File: src/rtl/spec_fetch_pair_queue_pkg.sv
// Shared definitions for the speculative-fetch pair queue.
package spec_fetch_pair_queue_pkg;

    localparam int DEPTH_DEF = 4;
    localparam int IW_DEF    = 32;
    localparam int SCW_DEF   = 16;

    // Number of entries retired in one cycle, as driven on issue_count.
    typedef enum logic [1:0] {
        ISSUE_NONE   = 2'd0,
        ISSUE_SINGLE = 2'd1,
        ISSUE_DUAL   = 2'd2
    } issue_e;

endpackage

File: src/rtl/spec_fetch_pair_ram.sv
// DEPTH x IW register array: one write port and two asynchronous read ports.
module spec_fetch_pair_ram #(
    parameter int DEPTH = 4,
    parameter int IW    = 32,
    parameter int AW    = $clog2(DEPTH)
) (
    input  logic          clk,
    input  logic          we,
    input  logic [AW-1:0] waddr,
    input  logic [IW-1:0] wdata,
    input  logic [AW-1:0] raddr0,
    input  logic [AW-1:0] raddr1,
    output logic [IW-1:0] rdata0,
    output logic [IW-1:0] rdata1
);

    logic [IW-1:0] mem [DEPTH];

    // Storage has no reset; unused slots are never presented as valid.
    always_ff @(posedge clk) begin
        if (we) begin
            mem[waddr] <= wdata;
        end
    end

    assign rdata0 = mem[raddr0];
    assign rdata1 = mem[raddr1];

endmodule

File: src/rtl/spec_fetch_pair_queue.sv
// Prefetch queue presenting its two oldest words as a normal/speculative pair.
//
// Handshakes:
//   fetch side: a word transfers on a rising edge where fetch_valid and
//   fetch_ready are both 1. fetch_ready depends only on registered occupancy
//   and flush, never on fetch_valid or on a same-cycle retire.
//   issue side: normal_valid / speculative_valid flag the presented pair;
//   issue_count reports how many of them retire at the coming edge. It is
//   nonzero only when issue_ready is 1, and it reads pair_not_conflict
//   combinationally to decide between one and two.
module spec_fetch_pair_queue
    import spec_fetch_pair_queue_pkg::*;
#(
    parameter int DEPTH = DEPTH_DEF,
    parameter int IW    = IW_DEF,
    parameter int SCW   = SCW_DEF
) (
    input  logic           clk,
    input  logic           rst_n,
    input  logic           flush,
    input  logic           fetch_valid,
    input  logic [IW-1:0]  fetch_instr,
    output logic           fetch_ready,
    output logic [IW-1:0]  instruction_normal,
    output logic           normal_valid,
    output logic [IW-1:0]  instruction_speculative,
    output logic           speculative_valid,
    input  logic           pair_not_conflict,
    input  logic           issue_ready,
    output logic [1:0]     issue_count,
    output logic [SCW-1:0] dual_issue_total
);

    localparam int AW = $clog2(DEPTH);
    localparam int CW = AW + 1;

    logic [AW-1:0] rd_ptr;
    logic [AW-1:0] wr_ptr;
    logic [AW-1:0] rd_ptr_next_entry;
    logic [CW-1:0] count;
    logic          push;
    issue_e        issue;
    logic [IW-1:0] head_word;
    logic [IW-1:0] next_word;

    assign rd_ptr_next_entry = rd_ptr + AW'(1);

    spec_fetch_pair_ram #(
        .DEPTH (DEPTH),
        .IW    (IW),
        .AW    (AW)
    ) u_ram (
        .clk    (clk),
        .we     (push),
        .waddr  (wr_ptr),
        .wdata  (fetch_instr),
        .raddr0 (rd_ptr),
        .raddr1 (rd_ptr_next_entry),
        .rdata0 (head_word),
        .rdata1 (next_word)
    );

    assign normal_valid      = (count != '0);
    assign speculative_valid = (count >= CW'(2));

    assign instruction_normal      = normal_valid      ? head_word : '0;
    assign instruction_speculative = speculative_valid ? next_word : '0;

    // A full queue refuses even when a retire is under way this cycle.
    assign fetch_ready = (count != CW'(DEPTH)) && !flush;
    assign push        = fetch_valid && fetch_ready;

    // Retire decision: pair goes together only when the judge sees no conflict.
    always_comb begin
        issue = ISSUE_NONE;
        if (issue_ready && normal_valid && !flush) begin
            if (speculative_valid && pair_not_conflict) begin
                issue = ISSUE_DUAL;
            end else begin
                issue = ISSUE_SINGLE;
            end
        end
    end

    assign issue_count = issue;

    // Pointer and occupancy update; flush discards everything this cycle.
    always_ff @(posedge clk or negedge rst_n) begin
        if (!rst_n) begin
            rd_ptr <= '0;
            wr_ptr <= '0;
            count  <= '0;
        end else if (flush) begin
            rd_ptr <= '0;
            wr_ptr <= '0;
            count  <= '0;
        end else begin
            wr_ptr <= wr_ptr + AW'(push);
            rd_ptr <= AW'(CW'(rd_ptr) + CW'(issue_count));
            count  <= count + CW'(push) - CW'(issue_count);
        end
    end

    // Saturating dual-issue counter; survives flush.
    always_ff @(posedge clk or negedge rst_n) begin
        if (!rst_n) begin
            dual_issue_total <= '0;
        end else if ((issue == ISSUE_DUAL) && (dual_issue_total != '1)) begin
            dual_issue_total <= dual_issue_total + SCW'(1);
        end
    end

endmodule

File: config.mk
export PLATFORM = sky130hd
export DESIGN_NAME = spec_fetch_pair_queue
export DESIGN_NICKNAME = d
export VERILOG_FILES = /design/src/rtl/spec_fetch_pair_queue_pkg.sv /design/src/rtl/spec_fetch_pair_ram.sv /design/src/rtl/spec_fetch_pair_queue.sv
export SDC_FILE = /design/constraint.sdc
export NUM_CORES = 1
export LEC_CHECK = 0
export BUFFER_PORTS_ARGS = -buffer_cell sky130_fd_sc_hd__buf_2
export CORE_UTILIZATION = 51
export CTS_CLUSTER_DIAMETER = 50
export DETAILED_ROUTE_END_ITERATION = 10
export GPL_TIMING_DRIVEN = 0
export PLACE_DENSITY_LB_ADDON = 0.15
export SYNTH_ARGS = -nofsm -noshare
export SYNTH_HDL_FRONTEND = slang
export SYNTH_HIERARCHICAL = 1
export SYNTH_SLANG_ARGS = --single-unit
File: constraint.sdc
create_clock -name clk -period 3.7 [get_ports clk]
set_clock_uncertainty 0.05 [all_clocks]
set_input_delay 1.11 -clock clk [delete_from_list [all_inputs] [get_ports clk]]
set_output_delay 1.11 -clock clk [all_outputs]
set_load 0.02 [all_outputs]
After elaboration in Yosys (flattened, before gate mapping)
Memories as Yosys holds them, arrays and structs flattened.
Cells that the tools add are included.

word-level totals
  bits in registers = 23
  bits in writable memories = 128
  input bits = 38
  output and inout bits = 85
  word-level logic and storage cells = 32
  memories kept = 1

memories
  memory     words  width  rd ports  clocked after Yosys merged registers in  write ports  line                       text
  u_ram.mem  4      32     2         0                                        1            spec_fetch_pair_ram.sv:17  logic [IW-1:0] mem [DEPTH];

cells by class
  $add $sub $neg = 6
  order comparisons = 1
  equal/unequal tests = 3
  muxes and demuxes = 9
  reductions and logical operators = 8

operators with widths
  kind                     count
  $mux W32                 2
  $add A16 B1 Y16 const B  1
  $ne A16 B16 Y1 const B   1
  $mux W2                  4
  $logic_and A1 B1 Y1      6
  $add A3 B1 Y3            1
  $ge A3 B2 Y1 const B     1
  $mux W3                  1
  $ne A3 B3 Y1 const B     1
  $reduce_bool A3 Y1       1
  $sub A3 B2 Y3            1
  $add A2 B1 Y2            1
  $add A2 B1 Y2 const B    1
  $add A2 B2 Y2            1
  $eq A2 B2 Y1 const B     1
  $mux W1                  2
  $logic_not A1 Y1         1

Logic depth before layout (Yosys ltp)
Gate-level depths: netlist of run 1.

  word-level depth = 6
  mapped depth = 13

Cells and area by module
The synthesis of run 1 kept the hierarchy.

modules (own cells, without submodules)
  module                 times used  cells an instance  area an instance (um^2)  sequential area each (um^2)
  spec_fetch_pair_ram    1           210                5504.0                   3843.7
  spec_fetch_pair_queue  1           181                1652.8                   575.6

Worst setup path before layout of run 1
OpenSTA, ideal clock, no wires.

  path type = input port to flip-flop
  start = input flush
  end = memory u_ram.mem[0][0], enable pin
  setup time = 0.468 ns
  data arrival time = 4.287 ns
  path slack = -1.105 ns
  stages = 4
  path buffers = 1
  path through = buf_6 > a21oi_1 > and2_1 > nor3b_1

between the ends
  cells in the longest elaborated chain, start to end = 5

RTL lines
  element                        line                         text
  start: declaration             spec_fetch_pair_queue.sv:20  input logic flush,
  $logic_not A1 Y1               spec_fetch_pair_queue.sv:70  assign fetch_ready = (count != CW'(DEPTH)) && !flush;
  $logic_and A1 B1 Y1            spec_fetch_pair_queue.sv:70
  net fetch_ready                spec_fetch_pair_queue.sv:23  output logic fetch_ready,
  $logic_and A1 B1 Y1            spec_fetch_pair_queue.sv:71  assign push = fetch_valid && fetch_ready;
  net push                       spec_fetch_pair_queue.sv:41  logic push;
  $mux W1                        spec_fetch_pair_ram.sv:21    if (we) begin
  $mux W1 (implied by the code)  spec_fetch_pair_ram.sv:22    mem[waddr] <= wdata;
  end: declaration               spec_fetch_pair_ram.sv:17

The timed path passes the listed nets, and every way through them passes these cells.

Worst setup path in the final report of run 1
  start = register rd_ptr[1]
  end = output instruction_speculative[25]

between the ends
  cells in the longest elaborated chain, start to end = 3

RTL lines
  element                   line                         text
  start: declaration        spec_fetch_pair_queue.sv:37  logic [AW-1:0] rd_ptr;
  start signal: assignment  spec_fetch_pair_queue.sv:99  rd_ptr <= AW'(CW'(rd_ptr) + CW'(issue_count));
  $add A2 B1 Y2             spec_fetch_pair_queue.sv:46  assign rd_ptr_next_entry = rd_ptr + AW'(1);
  net rd_ptr_next_entry[1]  spec_fetch_pair_queue.sv:39  logic [AW-1:0] rd_ptr_next_entry;
  $mem_v2 Z4 W32            -
  net next_word[25]         spec_fetch_pair_queue.sv:44  logic [IW-1:0] next_word;
  $mux W32                  spec_fetch_pair_queue.sv:67  assign instruction_speculative = speculative_valid ? next_word : '0;
  end: declaration          spec_fetch_pair_queue.sv:26  output logic [IW-1:0] instruction_speculative,

The timed path passes the listed nets, and every way through them passes these cells.

==> results of run 1 <==
cells in the mapped netlist (2+ instances only):
cell type                  number  share of area [%]
sky130_fd_sc_hd__nor3_1         2               0.14
sky130_fd_sc_hd__and2_1        33                2.9
sky130_fd_sc_hd__mux4_2        60                 19
sky130_fd_sc_hd__nand2_1        4               0.21
sky130_fd_sc_hd__nand4_1        4               0.35
sky130_fd_sc_hd__buf_6          5               0.79
sky130_fd_sc_hd__buf_12         6                1.7
sky130_fd_sc_hd__nor2_1        11               0.58
sky130_fd_sc_hd__and3b_1        2               0.24
sky130_fd_sc_hd__inv_1          8               0.42
sky130_fd_sc_hd__nor4_4         2               0.59
sky130_fd_sc_hd__dfrtp_1       23                8.0
sky130_fd_sc_hd__ha_1           6                1.0
sky130_fd_sc_hd__edfxtp_1     128                 54
sky130_fd_sc_hd__xor2_1        14                1.7
sky130_fd_sc_hd__buf_2          6               0.42
sky130_fd_sc_hd__and3_1         4               0.35
sky130_fd_sc_hd__nor3b_1        2               0.21
sky130_fd_sc_hd__clkbuf_1       7               0.37
sky130_fd_sc_hd__nand3_1        5               0.35
sky130_fd_sc_hd__mux4_1         4                1.5
sky130_fd_sc_hd__xnor2_1        7               0.86
sky130_fd_sc_hd__nor2b_1       35                3.1
cell families after synthesis:
group                    synth area share (%)
buffers and inverters                    3.79
AND/OR/NAND/NOR                          9.79
adder cells (fa/ha/maj)                  1.33
flip-flops                               61.7
XOR/XNOR                                 2.57
AO/OA/AOI/OAI                           0.262
multiplexers                             20.5
path summary, 6_finish.rpt:
path | slack, ns | from | cells after the start | endpoint
setup reg to reg | 0.52 | count[1]$_DFF_PN0_ | 13 | count[2]$_DFF_PN0_
min in group asynchronous | 0.62 | rst_n | 1 | dual_issue_total[4]$_DFFE_PN0P_
setup / recovery | 0.18 | rd_ptr[1]$_DFF_PN0_ | 5 | instruction_speculative[25]
hold / removal | 0.44 | dual_issue_total[15]$_DFFE_PN0P_ | 1 | dual_issue_total[15]$_DFFE_PN0P_
hold reg to reg | 0.44 | dual_issue_total[15]$_DFFE_PN0P_ | 1 | dual_issue_total[15]$_DFFE_PN0P_
max in group asynchronous | 2.63 | rst_n | 1 | dual_issue_total[7]$_DFFE_PN0P_
metal layers:
layer | up-vias | track usage, % | share of wire [%]
met2 | 118 | 36.4 | 52
met3 | 17 | 4.29 | 4.5
li1 | 1833 | - | -
met1 | 2101 | 28.9 | 42
met4 | 0 | 7.48 | 1.6
met5 | - | 0 | 0
sequential cells by signal, summed over array words and instances, names as in the netlist:
signal / count
dual_issue_total: 16
u_ram/mem: 128
count: 3
wr_ptr: 2
rd_ptr: 2
worst max-delay path, cell delays in order, from the launching register on:
cell and delay [ns]:
sky130_fd_sc_hd__dfrtp_1 0.50, sky130_fd_sc_hd__xor2_1 0.40, sky130_fd_sc_hd__buf_2 0.36, sky130_fd_sc_hd__mux4_2 0.35
sky130_fd_sc_hd__and2_1 0.17, sky130_fd_sc_hd__buf_2 0.16
cell type report:
class | instances | area, µm² | area share (%)
Multi-Input combinational cell | 207 | 2490 | 28.4
Inverter | 9 | 38.8 | 0.443
Timing Repair Buffer | 126 | 728 | 8.31
Tap cell | 176 | 220 | 2.51
Clock buffer | 23 | 478 | 5.46
Sequential cell | 151 | 4420 | 50.4
Buffer | 24 | 236 | 2.70
Clock inverter | 9 | 149 | 1.70
metrics by stage:
stage | setup TNS (ns) | instance area (µm²) | power, mW
after global placement | -26.46 | 7990 | 4.09
after detailed placement | 0 | 8120 | 4.15
after floorplan | 0 | 7160 | 3.45
after global routing | 0 | 8760 | 6.16
final | 0 | 8760 | 5.90
after CTS | 0 | 8760 | 5.97
power by group:
part	leakage, nW	switching [mW]	total, mW	internal [mW]
Sequential	1.48	0.0582	2.00	1.94
Combinational	1.65	1.21	2.09	0.876
Clock	0.301	0.636	1.81	1.18
==> run_results.csv, run 1 <==
group,metric,value,unit
run_status,status,"complete, no violations",
floorplanning,core_region_area,0.0135,mm²
logic_synthesis,ys.flop_type,"sky130_fd_sc_hd__edfxtp_1",
grt,grtUsageTotal,21.8,%
layout,antenna_diode_count,0,
layout,n_fill_cell,982,
grt,grt_first_pass_wirelength,22900,µm
layout,stdcell_count,725,
logic_synthesis,synthesis.yosys.warnings,6,
clock_tree,htreeDepth,4,
timing,final-max-slew-violation-count,0,
timing,final_min_period_over_clock_period,95.1,%
clock_tree,cts_tree,"yes",
grt,grt_start_max_net_pins,24,
detailed_routing,drt_wl_total,14600,µm
logic_synthesis,number_of_enable_type_register_cells_in_the_synthesized_netlist,128,
place,pre_cts_slack,0.0158,ns
clock_tree,postCtsSetupRepairBufs,0,
clock_tree,cts.clk_slew.worst_paths,0.06,ns
worst_setup_path,timing.critical_path.to_type,"output pin",
layout,final_core_utilization,65.1,%
logic_synthesis,synth-async-reset-ratio,15.2,%
detailed_routing,routedWlPerCell,20.1,µm
grt,grt_pass1_vias,4222,
floorplanning,io-pin-count,123,
timing,grt_setup_unrepaired,"false",
detailed_routing,route.detailed.vias_per_inst,5.61,
layout,flow.area_growth_from_synthesis,22.4,%
detailed_routing,antenna_violating_nets_post_route,0,
clock_tree,cts-resized-gates,5,
layout,highest_count_cells_in_the_layout_ignoring_fill_and_taps,"sky130_fd_sc_hd__edfxtp_1, sky130_fd_sc_hd__buf_2, sky130_fd_sc_hd__mux4_2",
floorplanning,core.rowCount,42,
logic_synthesis,synthesis.area_per_instance,18.3,µm²
detailed_routing,drt_first_pass_iters,5,
timing,fmax,0.284,GHz
worst_setup_path,cp.required,2.54,ns
layout,fin_nets,581,
clock_tree,holdBufCountCts,0,
logic_synthesis,synthesis.instances,391,
place,port_buffers,121,
worst_setup_path,timing.setup.critical_path_class,"flip-flop to output pin",
place,dp_cells,693,
floorplanning,die-area,0.0145,mm²
logic_synthesis,postSynthRegisterBits,151,
detailed_routing,detailroute.via_count,4069,
place,detailed_place_hpwl,9730,µm
worst_hold_path,worst_hold_path_type,"flip-flop to flip-flop",
worst_setup_path,worst-endpoint-arrival,2.36,ns
clock_tree,cts.path.max_buffers,2,
grt,gr_ovfl_total,0,
logic_synthesis,synth_cell_types,36,
logic_synthesis,synth_seq_area_share,61.7,%
logic_synthesis,syn_nets,436,
power_and_ir_drop,leakagePower,3.43,nW
timing,whs,0.438,ns
timing,report.final.setup_viol,0,
timing,finalHoldViolations,0,
detailed_routing,drt-initial-drc-count,263,
worst_setup_path,critPathLaunchType,"flip-flop",
layout,layout_commonest_cell,"sky130_fd_sc_hd__edfxtp_1",
detailed_routing,dr_drc_count,0,
logic_synthesis,post_synth_instance_area,0.00716,mm²
clock_tree,clock-root-buffer,"sky130_fd_sc_hd__clkbuf_16",
power_and_ir_drop,power.density_cell_area,674,mW/mm²
grt,antenna_found_initial,0,
clock_tree,clock_sinks,151,
timing,period_needed,3.52,ns
timing,final_critical_path_setup_slack,0.183,ns
timing,timing.max_slew.rel_slack,59.7,%
layout,drive_gt1_share,45.2,%
worst_setup_path,cp_max_fo,10,
floorplanning,dieHeight,120,µm
place,globalplace.congestion,0.807,
clock_tree,clk_latency,0.42,ns
floorplanning,width_of_the_die,120,µm
floorplanning,starting_density_of_the_core,53.2,%
power_and_ir_drop,max-vdd-ir-drop,0.343,mV
timing,tightestPinTransition,0.603,ns
run,cap_viol_max_count,0,
clock_tree,cts_buffers,17,
No activity file was read; power rests on OpenSTA's default activity.
==> inputs of run 2 (changes only) <==
- MAX_ROUTING_LAYER: unset -> met4
==> run_results.csv, run 2 (synthesis gave the netlist of run 1 again) <==
group,metric,value,unit
power_and_ir_drop,leakagePower,3.43,nW
layout,layout_commonest_cell,"sky130_fd_sc_hd__edfxtp_1",
place,dp_cells,693,
timing,fmax,0.285,GHz
layout,final_area,0.00876,mm²
worst_setup_path,timing.critical_path.to_type,"output pin",
timing,grt_setup_unrepaired,"false",
grt,global_route.peak_usage_layer,"met2",
grt,grtUsageTotal,22.5,%
grt,global_route.usage.met3,3.92,%
grt,grt_first_pass_wirelength,23000,µm
layout,top_regs,"u_ram/mem: 128 flops, dual_issue_total: 16 flops, count: 3 flops",
clock_tree,clk_latency,0.42,ns
place,placedInstanceArea,0.00812,mm²
layout,highest_count_cells_in_the_layout_ignoring_fill_and_taps,"sky130_fd_sc_hd__edfxtp_1, sky130_fd_sc_hd__buf_2, sky130_fd_sc_hd__mux4_2",
grt,gr_ovfl_total,0,
run_status,status,"complete, no violations",
detailed_routing,route.detailed.vias_per_inst,5.63,
layout,final_core_utilization,65.1,%
timing,period_needed,3.51,ns
clock_tree,cts_tree,"yes",
timing,tightestPinTransition,0.602,ns
worst_setup_path,worst-endpoint-arrival,2.35,ns
worst_setup_path,cp_max_fo,10,
worst_setup_path,timing.setup.critical_path_class,"flip-flop to output pin",
floorplanning,dieHeight,120,µm
clock_tree,cts_buffers,17,
layout,largest_register_ff_count,128,
clock_tree,cts.clk_slew.worst_paths,0.06,ns
layout,stdcell_count,725,
layout,antenna_diode_count,0,
clock_tree,htreeDepth,4,
detailed_routing,drt_wl_total,14600,µm
floorplanning,die-area,0.0145,mm²
place,detailed_place_hpwl,9730,µm
grt,antenna_found_initial,0,
timing,report.final.setup_viol,0,
floorplanning,core_region_area,0.0135,mm²
floorplanning,starting_density_of_the_core,53.2,%
worst_hold_path,worst_hold_path_type,"flip-flop to flip-flop",
layout,fin_nets,581,
layout,sequential_cell_area,0.00442,mm²
place,globalplace.congestion,0.819,
grt,groute.layer.met2.usage,36.4,%
timing,finalHoldViolations,0,
place,port_buffers,121,
clock_tree,postCtsSetupRepairBufs,0,
clock_tree,clock-root-buffer,"sky130_fd_sc_hd__clkbuf_16",
power_and_ir_drop,max-vdd-ir-drop,0.346,mV
grt,grt_start_max_net_pins,24,
timing,whs,0.437,ns
layout,max_flop_register,"u_ram/mem",
grt,globalRouteMet1Util,29.2,%
layout,multi_input_area,0.00249,mm²
grt,grt_pass1_vias,4219,
layout,drive_gt1_share,45.2,%
floorplanning,width_of_the_die,120,µm
run,cap_viol_max_count,0,
clock_tree,clock_sinks,151,
detailed_routing,drt_first_pass_iters,4,
timing,final-max-slew-violation-count,0,
detailed_routing,detailroute.via_count,4084,
worst_setup_path,critPathLaunchType,"flip-flop",
worst_setup_path,cp.required,2.54,ns
detailed_routing,dr_drc_count,0,
clock_tree,cts.path.max_buffers,2,
detailed_routing,routedWlPerCell,20.1,µm
timing,timing.max_slew.rel_slack,59.8,%
power_and_ir_drop,power.density_cell_area,674,mW/mm²
detailed_routing,drt-initial-drc-count,318,
layout,flow.area_growth_from_synthesis,22.4,%
floorplanning,core.rowCount,42,
layout,n_fill_cell,982,
timing,final_min_period_over_clock_period,94.9,%
detailed_routing,antenna_violating_nets_post_route,0,
floorplanning,io-pin-count,123,
## run 2: worst paths after layout
kind | from | end | slack [ns] | cells past startpoint
hold / removal | dual_issue_total[15]$_DFFE_PN0P_ | dual_issue_total[15]$_DFFE_PN0P_ | 0.44 | 1
hold reg to reg | dual_issue_total[15]$_DFFE_PN0P_ | dual_issue_total[15]$_DFFE_PN0P_ | 0.44 | 1
max in group asynchronous | rst_n | dual_issue_total[7]$_DFFE_PN0P_ | 2.63 | 1
min in group asynchronous | rst_n | dual_issue_total[4]$_DFFE_PN0P_ | 0.62 | 1
setup / recovery | rd_ptr[1]$_DFF_PN0_ | instruction_speculative[25] | 0.19 | 5
setup reg to reg | count[1]$_DFF_PN0_ | count[2]$_DFF_PN0_ | 0.52 | 13
## run 2: area by class of cell
class	instances	share of cell area, %
clock buffer	23	5.46
clock inverter	9	1.70
multi-input combinational	207	28.4
timing repair buffer	126	8.31
tap	176	2.51
inverter	9	0.443
sequential	151	50.4
buffer	24	2.70
## run 2: worst max-delay path, stage by stage, from the launching register on
cell and delay [ns]:
sky130_fd_sc_hd__dfrtp_1 0.49, sky130_fd_sc_hd__xor2_1 0.39, sky130_fd_sc_hd__buf_2 0.36, sky130_fd_sc_hd__mux4_2 0.35, sky130_fd_sc_hd__and2_1 0.17, sky130_fd_sc_hd__buf_2 0.16
## run 2: timing repair
item                                    CTS  global route
hold buffers                              0             0
gates resized for setup                   5             0
endpoints found under the setup margin   31             0
## run 2: through the flow
stage | total power, mW | setup TNS (ns) | setup slack [ns]
5_1_grt | 6.16 | 0 | 0.000138
2_1_floorplan | 3.45 | 0 | 0.0438
6_report | 5.90 | 0 | 0.189
4_1_cts | 5.97 | 0 | 0.106
3_5_place_dp | 4.15 | 0 | 0.0158
3_3_place_gp | 4.09 | -26.46 | -0.830
## run 2: per-layer routing
metal  part of all wire (%)  wire, µm
met1                     42      6130
met2                     52      7570
met3                    4.4       638
met4                    1.5       225
met5                      0         0
## run 2: power breakdown
| part | switching, mW | leakage, nW | internal [mW] |
|---|---|---|---|
| Clock | 0.638 | 0.301 | 1.18 |
| Sequential | 0.0580 | 1.48 | 1.94 |
| Combinational | 1.21 | 1.65 | 0.876 |
| Total | 1.91 | 3.43 | 3.99 |
